===== src/rtl/prio_encoder8_3.sv =====
// prio_encoder8_3: registered 8-to-3 priority encoder with a valid/ready output.
// Request bits are accumulated into a pending register. Each accepted index
// clears its pending bit, and the next index is presented without a bubble.
// The default build uses fixed priority, where the highest index wins.
// Defining PRIO_ENCODER8_3_ROUND_ROBIN_EN switches selection to round-robin.
// In that build the scan starts just past the most recently accepted index.

module prio_encoder8_3 (
    input  logic       clk,
    input  logic       rst,
    input  logic [7:0] req,
    input  logic       out_ready,
    output logic       out_valid,
    output logic [2:0] out_idx,
    output logic [7:0] pending,
    output logic       multi
);

    typedef enum logic {
        IDLE    = 1'b0,
        PRESENT = 1'b1
    } state_t;

    state_t     state_q;
    logic [2:0] idx_q;
    logic [7:0] pending_q;
    logic       multi_q;

    logic       acc;
    logic [7:0] clr;
    logic [7:0] rem;
    logic [7:0] pending_d;
    logic       multi_d;
    logic [2:0] sel_d;

    // Handshake and the pending-bit bookkeeping.
    // A same-cycle request on the accepted bit re-arms that bit,
    // but only rem feeds selection.
    always_comb begin
        acc       = (state_q == PRESENT) && out_ready;
        clr       = acc ? (8'd1 << idx_q) : 8'd0;
        rem       = pending_q & ~clr;
        pending_d = rem | req;
        multi_d   = |(pending_d & (pending_d - 8'd1));
    end

`ifdef PRIO_ENCODER8_3_ROUND_ROBIN_EN
    logic [2:0] last_q;
    logic [2:0] scanBase;
    logic [2:0] cand;
    logic       found;

    // Round-robin pick: scan rem upward from one past the latest accepted index, wrapping 7->0.
    always_comb begin
        scanBase = acc ? idx_q : last_q;
        sel_d    = 3'd0;
        cand     = 3'd0;
        found    = 1'b0;
        for (int i = 1; i <= 8; i++) begin
            cand = scanBase + 3'(i);
            if (!found && rem[cand]) begin
                sel_d = cand;
                found = 1'b1;
            end
        end
    end

    // The pointer remembers the last index the consumer actually took.
    always_ff @(posedge clk) begin
        if (rst) begin
            last_q <= 3'd7;
        end else if (acc) begin
            last_q <= idx_q;
        end
    end
`else
    // Fixed priority: the highest set bit of rem wins, because later loop iterations override earlier ones.
    always_comb begin
        sel_d = 3'd0;
        for (int i = 0; i < 8; i++) begin
            if (rem[i]) begin
                sel_d = 3'(i);
            end
        end
    end
`endif

    // Presentation FSM and registered outputs.
    // While stalled, idx_q is frozen even if higher-priority requests arrive.
    always_ff @(posedge clk) begin
        if (rst) begin
            state_q   <= IDLE;
            idx_q     <= 3'd0;
            pending_q <= 8'h00;
            multi_q   <= 1'b0;
        end else begin
            pending_q <= pending_d;
            multi_q   <= multi_d;
            case (state_q)
                IDLE: begin
                    if (pending_q != 8'h00) begin
                        idx_q   <= sel_d;
                        state_q <= PRESENT;
                    end
                end
                PRESENT: begin
                    if (out_ready) begin
                        if (rem != 8'h00) begin
                            idx_q <= sel_d;
                        end else begin
                            state_q <= IDLE;
                        end
                    end
                end
                default: state_q <= IDLE;
            endcase
        end
    end

    assign out_valid = (state_q == PRESENT);
    assign out_idx   = idx_q;
    assign pending   = pending_q;
    assign multi     = multi_q;

endmodule

===== config.mk =====
export PLATFORM = sky130hd
export DESIGN_NAME = prio_encoder8_3
export DESIGN_NICKNAME = d
export VERILOG_FILES = /design/src/rtl/prio_encoder8_3.sv
export SDC_FILE = /design/constraint.sdc
export NUM_CORES = 1
export LEC_CHECK = 0
export BUFFER_PORTS_ARGS = -buffer_cell sky130_fd_sc_hd__buf_2
export CAP_MARGIN = 20
export CORE_MARGIN = 4
export CORE_UTILIZATION = 42
export CTS_CLUSTER_SIZE = 28
export DETAILED_ROUTE_END_ITERATION = 7
export PLACE_DENSITY = 0.72
export SYNTH_ARGS = -nofsm -noshare
export SYNTH_HDL_FRONTEND = slang
export SYNTH_SLANG_ARGS = --single-unit

===== constraint.sdc =====
create_clock -name clk -period 2 [get_ports clk]
set_input_delay 0.1 -clock clk [delete_from_list [all_inputs] [get_ports clk]]
set_output_delay 0.1 -clock clk [all_outputs]
set_load 0.02 [all_outputs]

### Word level (Yosys, flattened, before mapping)

Index checks and enable logic that the tools add are counted.
Widths: inputs -> output; s select.

* $add $sub $neg: 1
* equality and inequality tests: 3
* shift operators: 1
* mux-type cells: 16
* bitwise gates (word level): 5
* reductions and logical operators: 5

Operators by type and width (number)
* $mux 3: 9
* $and 8x8->8: 2
* $reduce_bool 8->1: 2
* $mux 8: 1
* $not 8->8: 1
* $or 8x8->8: 1
* $reduce_or 8->1: 1
* $shl 1x3->8 const A: 1
* $sub 8x1->8 const B: 1
* $pmux 3 s2: 1
* $mux 1: 4
* $ne 2x2->1 const B: 2
* $reduce_and 3->1: 1
* $ne 2x1->1 const B: 1
* $pmux 1 s2: 1
* $logic_and 1x1->1: 1
* $not 1->1: 1

* register bits: 13
* input port bits: 11
* output and inout bits: 13

### Longest topological paths before layout

Gate-level depths: netlist of run 1.

* word-level depth: 14
* depth in mapped cells: 7

### Worst setup path before layout of run 1

Ideal clock, no wire load.

* kind: flip-flop to flip-flop
* start point: register idx_q[0], in the netlist out_idx[0]
* end point: register idx_q[2], in the netlist out_idx[2]
* library setup time: 0.128 ns
* arrival: 2.209 ns
* setup slack: -0.337 ns
* stages on the path, launching flop included: 8
* path buffers: 1
* clock period less this slack: 2.337 ns
* path through: dfxtp_1 -> buf_2 -> nand3_1 -> o21a_1 -> or4_4 -> o41a_1 -> mux2i_1 -> nor2_1

* word-level cells in the longest chain between the ends: 12
* elaborated cells between the ends (all ways): 16
* classes of those cells: 1 x eq/ne; 1 x shift; 10 x mux; 2 x bitwise; 2 x reduce/logical

Ends and longest elaborated chain
* from (decl): RTL line 25 `logic [2:0] idx_q;`
* from (signal assigned): RTL line 102 `idx_q <= sel_d;`
* from (signal assigned): RTL line 109 `idx_q <= sel_d;`
* $shl 1x3->8 (*): RTL line 41 `clr = acc ? (8'd1 << idx_q) : 8'd0;`
* $mux 8 (*): RTL line 41
* $not 8->8 (*): RTL line 42 `rem = pending_q & ~clr;`
* $and 8x8->8 (*): RTL line 42
* $mux 3 (5 in a row): RTL line 81 `if (rem[i]) begin`
* $mux 3: RTL line 108 `if (rem != 8'h00) begin`
* $mux 3: RTL line 107 `if (out_ready) begin`
* $pmux 3 s2: RTL line 99 `case (state_q)`

Mark *: on every way between the ends. The rest lies on a longest branch, timed or not. The select of a mux whose other input is x is not followed.
A chain may end at the register's enable or synchronous reset.

### Final worst setup path of run 1

* start point: register idx_q[1], in the netlist out_idx[1]
* end point: register idx_q[2], in the netlist out_idx[2]

The elaborated chain is that of the path after synthesis.

==> results of run 1 <==
what timing repair did:
item	in CTS	in global routing
buffers inserted	5	4
pin swaps	7	7
resized for setup	4	1
endpoints found under the setup margin	4	4
endpoints found under the hold margin	0	0
flip-flops by register name (all words and copies together) (netlist names):
signal / cells
multi: 1
pending: 8
out_valid: 1
out_idx: 3
cells in the mapped netlist (2+ instances only):
master    instances  area, um^2
a21oi_1           2       10.01
nand3_1           3       15.01
o31ai_1           2       15.01
o21a_1            2       15.01
a41oi_1           2       17.52
maj3_1            2       20.02
o21ai_1           2       10.01
o41a_1            2       22.52
or4_1             3       22.52
dfxtp_1          13       260.3
o21ai_0           2       10.01
mux2i_1           3       30.03
nand2b_1          3       18.77
inv_1             3       11.26
o31a_1            2       17.52
nor2_1           20       75.07
a31oi_1           3       18.77
per-layer routing:
| layer | global-route usage [%] | vias up |
|---|---|---|
| li1 | - | 412 |
| met4 | 9.865 | 0 |
| met1 | 23.55 | 404 |
| met2 | 30.00 | 31 |
| met5 | 0 | - |
| met3 | 2.147 | 7 |
worst reg2reg max path, stage by stage, from the launching register on:
cell and delay, ps:
dfxtp_4 360, nand2b_4 160, o31a_1 260, or4_4 490, o41a_1 520, mux2i_1 220, nor2_1 50
layout by cell type (no fill, tap or decap), drive strengths merged:
cell,instances
nand3,3
a41oi,2
nor2,20
nand2,2
clkbuf,4
nand4,1
a31oi,3
a311o,1
nor3,1
a311oi,1
a21oi,2
maj3,2
and2,1
o31a,2
buf,44
o31ai,2
o21a,2
o21ai,4
o41a,2
nand2b,3
or3,1
o22a,1
nand4bb,1
mux2i,3
or4,4
inv,3
nor2b,1
a211oi,1
dfxtp,13
power by group through the flow:
stage | clock network [uW] | logic [uW] | registers, uW
global placement | 0 | 205 | 313
floorplan | 0 | 97.8 | 337
detailed placement | 0 | 209 | 313
finish | 172 | 249 | 308
global route | 184 | 267 | 312
CTS | 173 | 232 | 307
final cells by class:
type | instances | area (um^2)
fillers | 141 | 479.2
multi-input cells | 66 | 452.9
clock buffers | 4 | 26.28
flip-flops and latches | 13 | 275.3
well taps | 16 | 20.02
repair buffers | 44 | 276.5
inverters | 3 | 11.26
metrics by stage:
stage / setup TNS, ps / std cells / worst slack [ps]
after global placement: -271.9 / 134 / -104.0
final: -481.3 / 146 / -159.3
after CTS: -216.6 / 143 / -89.08
after detailed placement: -469.6 / 134 / -171.6
after global routing: -697.2 / 146 / -210.7
after floorplan: -319.5 / 84 / -127.0
cell families (layout without fill, tap and decap cells):
logic type | Yosys count | count (layout) | synth area share [%]
DFF | 13 | 13 | 37.41
adders and majority gates | 2 | 2 | 2.878
and+or+nand+nor | 38 | 38 | 27.88
buffers and inverters | 5 | 51 | 2.876
muxes | 3 | 3 | 4.317
AOI/OAI and AO/OA | 23 | 23 | 24.64
worst max path at each step:
stage                            start                       to  slack, ps  cells after the start
2_1_floorplan  out_idx[2]$_SDFFE_PP0P_  out_idx[2]$_SDFFE_PP0P_       -130                      6
3_3_place_gp   out_idx[1]$_SDFFE_PP0P_  out_idx[2]$_SDFFE_PP0P_       -100                      6
3_5_place_dp   out_idx[1]$_SDFFE_PP0P_  out_idx[2]$_SDFFE_PP0P_       -170                      6
4_1_cts        out_idx[1]$_SDFFE_PP0P_  out_idx[2]$_SDFFE_PP0P_        -90                      6
5_1_grt        out_idx[1]$_SDFFE_PP0P_  out_idx[2]$_SDFFE_PP0P_       -210                      6
6_report       out_idx[1]$_SDFFE_PP0P_  out_idx[2]$_SDFFE_PP0P_       -160                      6
==> reports/metrics.yaml, run 1 <==
routing:
  top_layer_used: "met4"
  drc: 0
  drtIter0Drc: 25
  routed_via_density: 5.849
  met2_length_mm: 1.078
  wl_per_cell_um: 15.53
  totalWireLength_mm: 2.267
  dr.pass1.iters: 4
  num_vias: 854
  wl_met3_um: 146
  final_antenna_net_count: 0
  wl_met1_um: 979
power:
  finalPower_uw: 729.0
  p_sw_share_pct: 34.42
  ir_worst_vdd_uv: 462.7
  p_leak_uw: 0.0004736
  power.internal_uw: 478.1
  power_density_mw_per_mm2: 686.3
  clkPwrFrac_pct: 23.6
  power.share.combinational_pct: 34.2
  p_switching_uw: 250.9
  power_frac_seq_pct: 42.2
logic_synthesis:
  avgSynthCellArea_um2: 8.282
  synthesis.nets: 95
  synth-edff-count: 0
  async_reset_ff_share_pct: 0
  synthesis.area_um2: 695.7
  syn_inst: 84
  ys.warnings.count: 0
  synth_seq_cells: 13
  synth_ff_type: "dfxtp_1"
  seq_area_frac_synth_pct: 37.41
  yosysUniqueCellTypes: 32
hold_path:
  min_to: "pending[5]$_SDFF_PP0_"
  hp-start: "req[5]"
  min_path_type: "in2reg"
  worstHoldPathCells: 3
layout:
  layout-drive-gt1-share_pct: 45.38
  final_nets: 142
  antenna_cells: 0
  design_area_mm2: 0.001062
  final_util_pct: 68.91
  area_growth_pct: 52.70
setup_path:
  r2r-end: "out_idx[2]$_SDFFE_PP0P_"
  crit_arrival_ps: 2330
  crit_buf_inv: 0
  rrSetupSlack_ps: -160
  slowest_delay_ps: 520
  worstPathMaxFanout: 5
  cp_slowest_cell: "o41a_1"
  critical_path_required_ps: 2170
  crit_type: "reg2reg"
  critPathLaunchType: "flip-flop"
  worstPathCellList: "nand2b_4 > o31a_1 > or4_4 > o41a_1 > mux2i_1 > nor2_1"
  worstSetupEndpointType: "flip-flop"
  path_delay_family: "compound AO/OA/AOI/OAI gates"
  timing.rr.start: "out_idx[1]$_SDFFE_PP0P_"
  r2r_cells: 6
sta:
  holdWs_ps: 48.68
  maxSlewViolCount: 0
  slew_headroom_pct: 78.10
  fmax_mhz: 463.1
  fin_skew_ps: 4.118
  worst_pin_slew_ps: 327.0
  min_period_ps: 2159
  postLayoutSetupSlackWorst_ps: -159.3
  finalCritPeriodShare_pct: 108.0
  setup_violations: 4
  hold_viol: 0
  rsz0062_at_grt: "yes"
clock_tree:
  hold_buffers: 0
  clk_path_buf_depth: 2
  path_clk_slew_ps: 80
  cts.sinks: 13
  cts-buffers-inserted: 3
  cts_tree: "built"
  insertion_delay_ps: 280
  cts_max_level: 1
  root_buffer: "clkbuf_4"
status:
  violations: "setup timing"
  status: "finished with violations"
global_routing:
  grt_overflow: 0
  grt_max_degree: 12
  grt_pass1_wl_mm: 3.594
  grt_pass1_vias: 800
  grt_use_total_pct: 18.47
  antenna_found_initial: 0
die:
  ios: 24
  die-area_mm2: 0.002372
  row_count: 14
  start_util_pct: 45.13
  core_mm2: 0.001541
  die_h_um: 48.70
  die_x_um: 48.70
place:
  place_area_um2: 954.7
  hpwl_mm: 1.610
  gp_congestion: 0.8492
  port_buffers: 23
run:
  maxCapViolCount: 0
Note: power is estimated with default switching activity, not from simulation.
==> run 2, diff against run 1 <==
Settings changed: ABC_AREA set to 1, CORE_UTILIZATION 42 to 44, PLACE_DENSITY 0.72 to 0.73.
==> run 2 against run 1 <==
The run now ends clean. Setup slack gained 660 ps. Worst hold slack gained 34 ps. Total power shrank 10%. Via count shrank 12%. Flip-flop and latch count is the same. Global-route usage shrank 3.0 points. Design area shrank 12%. Clock power is essentially flat. Highest routed layer unchanged.
==> reports/metrics.yaml, run 2 <==
global_routing:
  grt_use_total_pct: 15.45
  grt_overflow: 0
  grt_pass1_wl_mm: 2.898
  grt_pass1_vias: 694
  grt_max_degree: 13
  antenna_found_initial: 0
routing:
  wl_per_cell_um: 10.56
  routed_via_density: 4.654
  num_vias: 754
  final_antenna_net_count: 0
  drc: 0
  totalWireLength_mm: 1.710
  dr.pass1.iters: 4
  drtIter0Drc: 11
die:
  core_mm2: 0.001577
  ios: 24
  start_util_pct: 49.13
  die_x_um: 49.96
  die_h_um: 49.96
  row_count: 14
  die-area_mm2: 0.002496
power:
  ir_worst_vdd_uv: 447.5
  power_density_mw_per_mm2: 699.4
  p_leak_uw: 0.0005352
sta:
  maxSlewViolCount: 0
  min_period_ps: 1504
  rsz0062_at_grt: "no"
  setup_tns_ps: 0
  fmax_mhz: 664.8
  fin_skew_ps: 4.567
  holdWs_ps: 83.00
  setup_violations: 0
  hold_viol: 0
  finalCritPeriodShare_pct: 75.21
  worst_pin_slew_ps: 230.4
  postLayoutSetupSlackWorst_ps: 495.9
  slew_headroom_pct: 84.64
layout:
  largest_reg_flops: 8
  layout_common_cells: "nand2_1, inv_1, buf_2"
  final_nets: 158
  final_common_cell: "nand2_1"
  antenna_cells: 0
  layout-drive-gt1-share_pct: 34.25
  area_growth_pct: 20.52
logic_synthesis:
  async_reset_ff_share_pct: 0
  ys_top_cells_by_count: "nand2_1, inv_1, nor2_1, nand2_2, dfxtp_1"
  ys.warnings.count: 0
  synthesis.nets: 131
  syn_inst: 120
  synthesis.area_um2: 774.5
  synth_top_area_cell: "dfxtp_1"
  yosysUniqueCellTypes: 16
  synth_seq_cells: 13
  synth_area_leaders: "dfxtp_1, nand2_1, inv_1"
  synth-edff-count: 0
  synth_top_area_share_pct: 33.60
  avgSynthCellArea_um2: 6.454
  seq_area_frac_synth_pct: 33.60
  synth_most_common_cell: "nand2_1"
  synth_ff_type: "dfxtp_1"
place:
  gp_congestion: 0.8209
  pre_cts_ws_ps: 525.8
  hpwl_mm: 1.386
  port_buffers: 23
hold_path:
  min_path_type: "in2reg"
  hp-start: "req[1]"
clock_tree:
  cts-buffers-inserted: 3
  root_buffer: "clkbuf_4"
  cts_max_level: 1
  insertion_delay_ps: 290
  cts.sinks: 13
  clk_path_buf_depth: 2
  cts_tree: "built"
  path_clk_slew_ps: 90
  cts_resized: 0
  post-cts-setup-buffers: 0
  hold_buffers: 0
setup_path:
  critPathLaunchType: "flip-flop"
  worstPathMaxFanout: 5
  worstPathCellList: "inv_1 > nor2_1 > nand2_1 > nand2_2 > nand2_2 > nor2_4 > nand2_2 > o21ai_1 > inv_1 > nor2_1 > nor2_1"
  crit_arrival_ps: 1680
  timing.rr.start: "out_idx[0]$_SDFFE_PP0P_"
  slowest_delay_ps: 410
  crit_start: "out_idx[0]$_SDFFE_PP0P_"
  worstSetupEndpointType: "flip-flop"
  cp_slowest_cell: "dfxtp_1"
  critical_path_required_ps: 2180
  crit_type: "reg2reg"
status:
  status: "finished clean"
run:
  maxCapViolCount: 0
## run 2: cell count changes after synthesis, sizes merged, moves of 3 or more
cell and delta:
a21oi +5, mux2i -3, inv +21, or4 -4, a31oi -3, nand2 +40, nand2b -3
## run 2: cells by family after synthesis
group | count (synthesis) | synth area share (%)
DFF | 13 | 33.60
buffers and inverters | 25 | 12.12
AOI/OAI and AO/OA | 13 | 10.66
and+or+nand+nor | 69 | 43.62
## run 2: stage by stage
stage	cell area [um^2]	std cells	power, uW	util, %
CTS	933.4	162	659.4	59.21
floorplan	774.5	120	434.1	-
detailed placement	905.9	158	486.2	57.46
global placement	905.9	158	483.5	57.46
finish	933.4	162	652.8	59.21
global route	933.4	162	702.1	59.21
## run 2: final timing paths
| path | endpoint | slack [ps] | cells past startpoint |
|---|---|---|---|
| max reg2reg | multi$_SDFF_PP0_ | 500 | 11 |
| max | multi$_SDFF_PP0_ | 500 | 11 |
| min | pending[1]$_SDFF_PP0_ | 80 | 3 |
| min reg2reg | pending[0]$_SDFF_PP0_ | 530 | 2 |
## run 2: cell type report
class	instances	area, um^2
Multi-Input combinational cell	82	420.4
Timing Repair Buffer	23	115.1
Tap cell	16	20.02
Fill cell	160	643.1
Sequential cell	13	260.3
Inverter	24	90.09
Clock inverter	1	5.005
Clock buffer	3	22.52
## run 2: per-layer routing
metal  up-vias  global-route usage [%]  wire length (um)
li1        411                       -                 -
met1       316                   19.31               831
met2        22                   23.35               753
met3         5                   3.614                79
met4         0                   10.14                46
met5         -                       0                 0
## run 2: worst max-delay path: cells and delay by family, from the launching register on
kind                   cells  cell delay [ps]
AOI/OAI and AO/OA          1              110
buffers and inverters      2              130
and+or+nand+nor            8              750
DFF                        1              410
## run 2: power breakdown
part	internal, uW	switching, uW	leakage (uW)	total (uW)
Clock	74.5	97.8	0.0000177	172
Sequential	280	18.6	0.000109	298
Combinational	63.6	118	0.000408	182
Total	418	235	0.000535	653
==> run 3, diff against run 2 <==
Clock period 2 ns to 1.2 ns, I/O delays scaled along.
==> run 3 against run 2 <==
The flow now finishes with violations (setup timing). Wire length increased by 13%. Register-to-register slack got worse by 730 ps. Setup slack got worse by 730 ps. Global-route usage increased by 0.62 points. Die area unchanged. Count of clock-buffer cells in the layout unchanged. Critical path depth decreased by 1. Worst hold slack got worse by 26 ps. Non-clock buffer count increased by 14.
==> reports/metrics.yaml, run 3 (synthesized netlist as in run 2, its figures left out) <==
status:
  status: "finished with violations"
  violations: "setup timing"
setup_path:
  crit_type: "reg2reg"
  critPathLaunchType: "flip-flop"
  worstPathMaxFanout: 3
  worstSetupEndpointType: "flip-flop"
  critical_path_required_ps: 1400
  crit_arrival_ps: 1630
layout:
  antenna_cells: 0
  design_area_mm2: 0.001084
  final_cells: 176
  final_nets: 172
  final_common_cell: "nand2_1"
  area_growth_pct: 39.90
  largest_reg_flops: 8
  layout_common_cells: "nand2_1, buf_2, inv_1"
  layout-drive-gt1-share_pct: 48.13
clock_tree:
  hold_buffers: 0
  clk_path_buf_depth: 2
  cts_max_level: 1
  cts.sinks: 13
  cts_tree: "built"
  cts-buffers-inserted: 3
  root_buffer: "clkbuf_4"
  insertion_delay_ps: 290
  path_clk_slew_ps: 100
sta:
  min_period_ps: 1432
  slew_headroom_pct: 81.50
  maxSlewViolCount: 0
  fmax_mhz: 698.2
  rsz0062_at_grt: "yes"
  fin_skew_ps: 12.56
  setup_violations: 5
  hold_viol: 0
  postLayoutSetupSlackWorst_ps: -232.3
  finalCritPeriodShare_pct: 119.4
  worst_pin_slew_ps: 276.5
die:
  die_h_um: 49.96
  start_util_pct: 49.13
  die-area_mm2: 0.002496
  row_count: 14
  core_mm2: 0.001577
  die_x_um: 49.96
  ios: 24
global_routing:
  grt_overflow: 0
  grt_use_total_pct: 16.06
  grt_pass1_vias: 757
  grt_max_degree: 13
  antenna_found_initial: 0
  grt_pass1_wl_mm: 3.111
place:
  pre_cts_ws_ps: -190.7
  dp.cells: 169
  gp_congestion: 0.8675
  place_area_mm2: 0.001008
  port_buffers: 23
  hpwl_mm: 1.458
routing:
  dr.pass1.iters: 4
  final_antenna_net_count: 0
  drc: 0
  drtIter0Drc: 8
  routed_via_density: 4.739
  num_vias: 834
  wl_per_cell_um: 10.99
  totalWireLength_mm: 1.935
hold_path:
  min_path_type: "in2reg"
run:
  maxCapViolCount: 0
power:
  power_density_mw_per_mm2: 1075
  finalPower_uw: 1165
  p_leak_uw: 0.0006104
  ir_worst_vdd_uv: 711.2
## run 3: cell types whose count changed in the layout (fill, tap and decap cells not counted), moves of 3 or more
cell	previous run	this run
dfxtp_1	13	9
buf_4	0	14
dfxtp_4	0	4
nand2_1	27	24
## run 3: layer usage
layer / up-vias / track usage, % / part of all wire (%)
met3: 8 / 2.711 / 5.5
met2: 26 / 26.21 / 47
met4: 0 / 9.677 / 3.6
li1: 439 / - / -
met1: 361 / 19.46 / 44
met5: - / 0 / 0
## run 3: power breakdown
part / leakage (uW) / internal, uW / switching, uW / total, uW
registers: 0.000111 / 468 / 31.7 / 500
logic: 0.000482 / 155 / 223 / 378
clock network: 0.0000177 / 124 / 164 / 287
## run 3: final cells by class
type | count | area (um^2)
Sequential cell | 13 | 275.3
Inverter | 24 | 90.09
Fill cell | 149 | 493.0
Clock inverter | 1 | 5.005
Multi-Input combinational cell | 82 | 450.4
Clock buffer | 3 | 22.52
Tap cell | 16 | 20.02
Timing Repair Buffer | 37 | 220.2
## run 3: per-stage QoR
stage | utilization [%] | TNS [ps] | hold slack, ps
after floorplan | - | -328.2 | 187.9
after global placement | 63.97 | -598.0 | 335.9
after detailed placement | 63.97 | -743.3 | 352.4
after CTS | 66.90 | -805.2 | 56.52
after global routing | 68.73 | -1640 | 56.69
final | 68.73 | -933.9 | 57.11
## run 3: final timing paths
| check | slack [ps] | endpoint | startpoint | cells after the start |
|---|---|---|---|---|
| min | 60 | pending[1]$_SDFF_PP0_ | req[1] | 3 |
| max | -230 | out_idx[0]$_SDFFE_PP0P_ | out_valid$_SDFF_PP0_ | 10 |
| max reg2reg | -230 | out_idx[0]$_SDFFE_PP0P_ | out_valid$_SDFF_PP0_ | 10 |
| min reg2reg | 540 | pending[3]$_SDFF_PP0_ | pending[3]$_SDFF_PP0_ | 2 |
## run 3: timing repair
action	CTS	global route
endpoints found under the setup margin	5	9
resized for setup	3	7
gates cloned	0	0
pin swaps	1	9
buffers inserted	1	2
## run 3: worst max-delay path, cell delays in order (launching register included)
cell and delay, ps:
dfxtp_4 380, buf_4 110, nand3_1 130, o21bai_4 170, nand2_2 90, nor2_4 130
nand2_2 80, o21ai_2 80, a21oi_1 80, nand2_1 70, inv_1 30
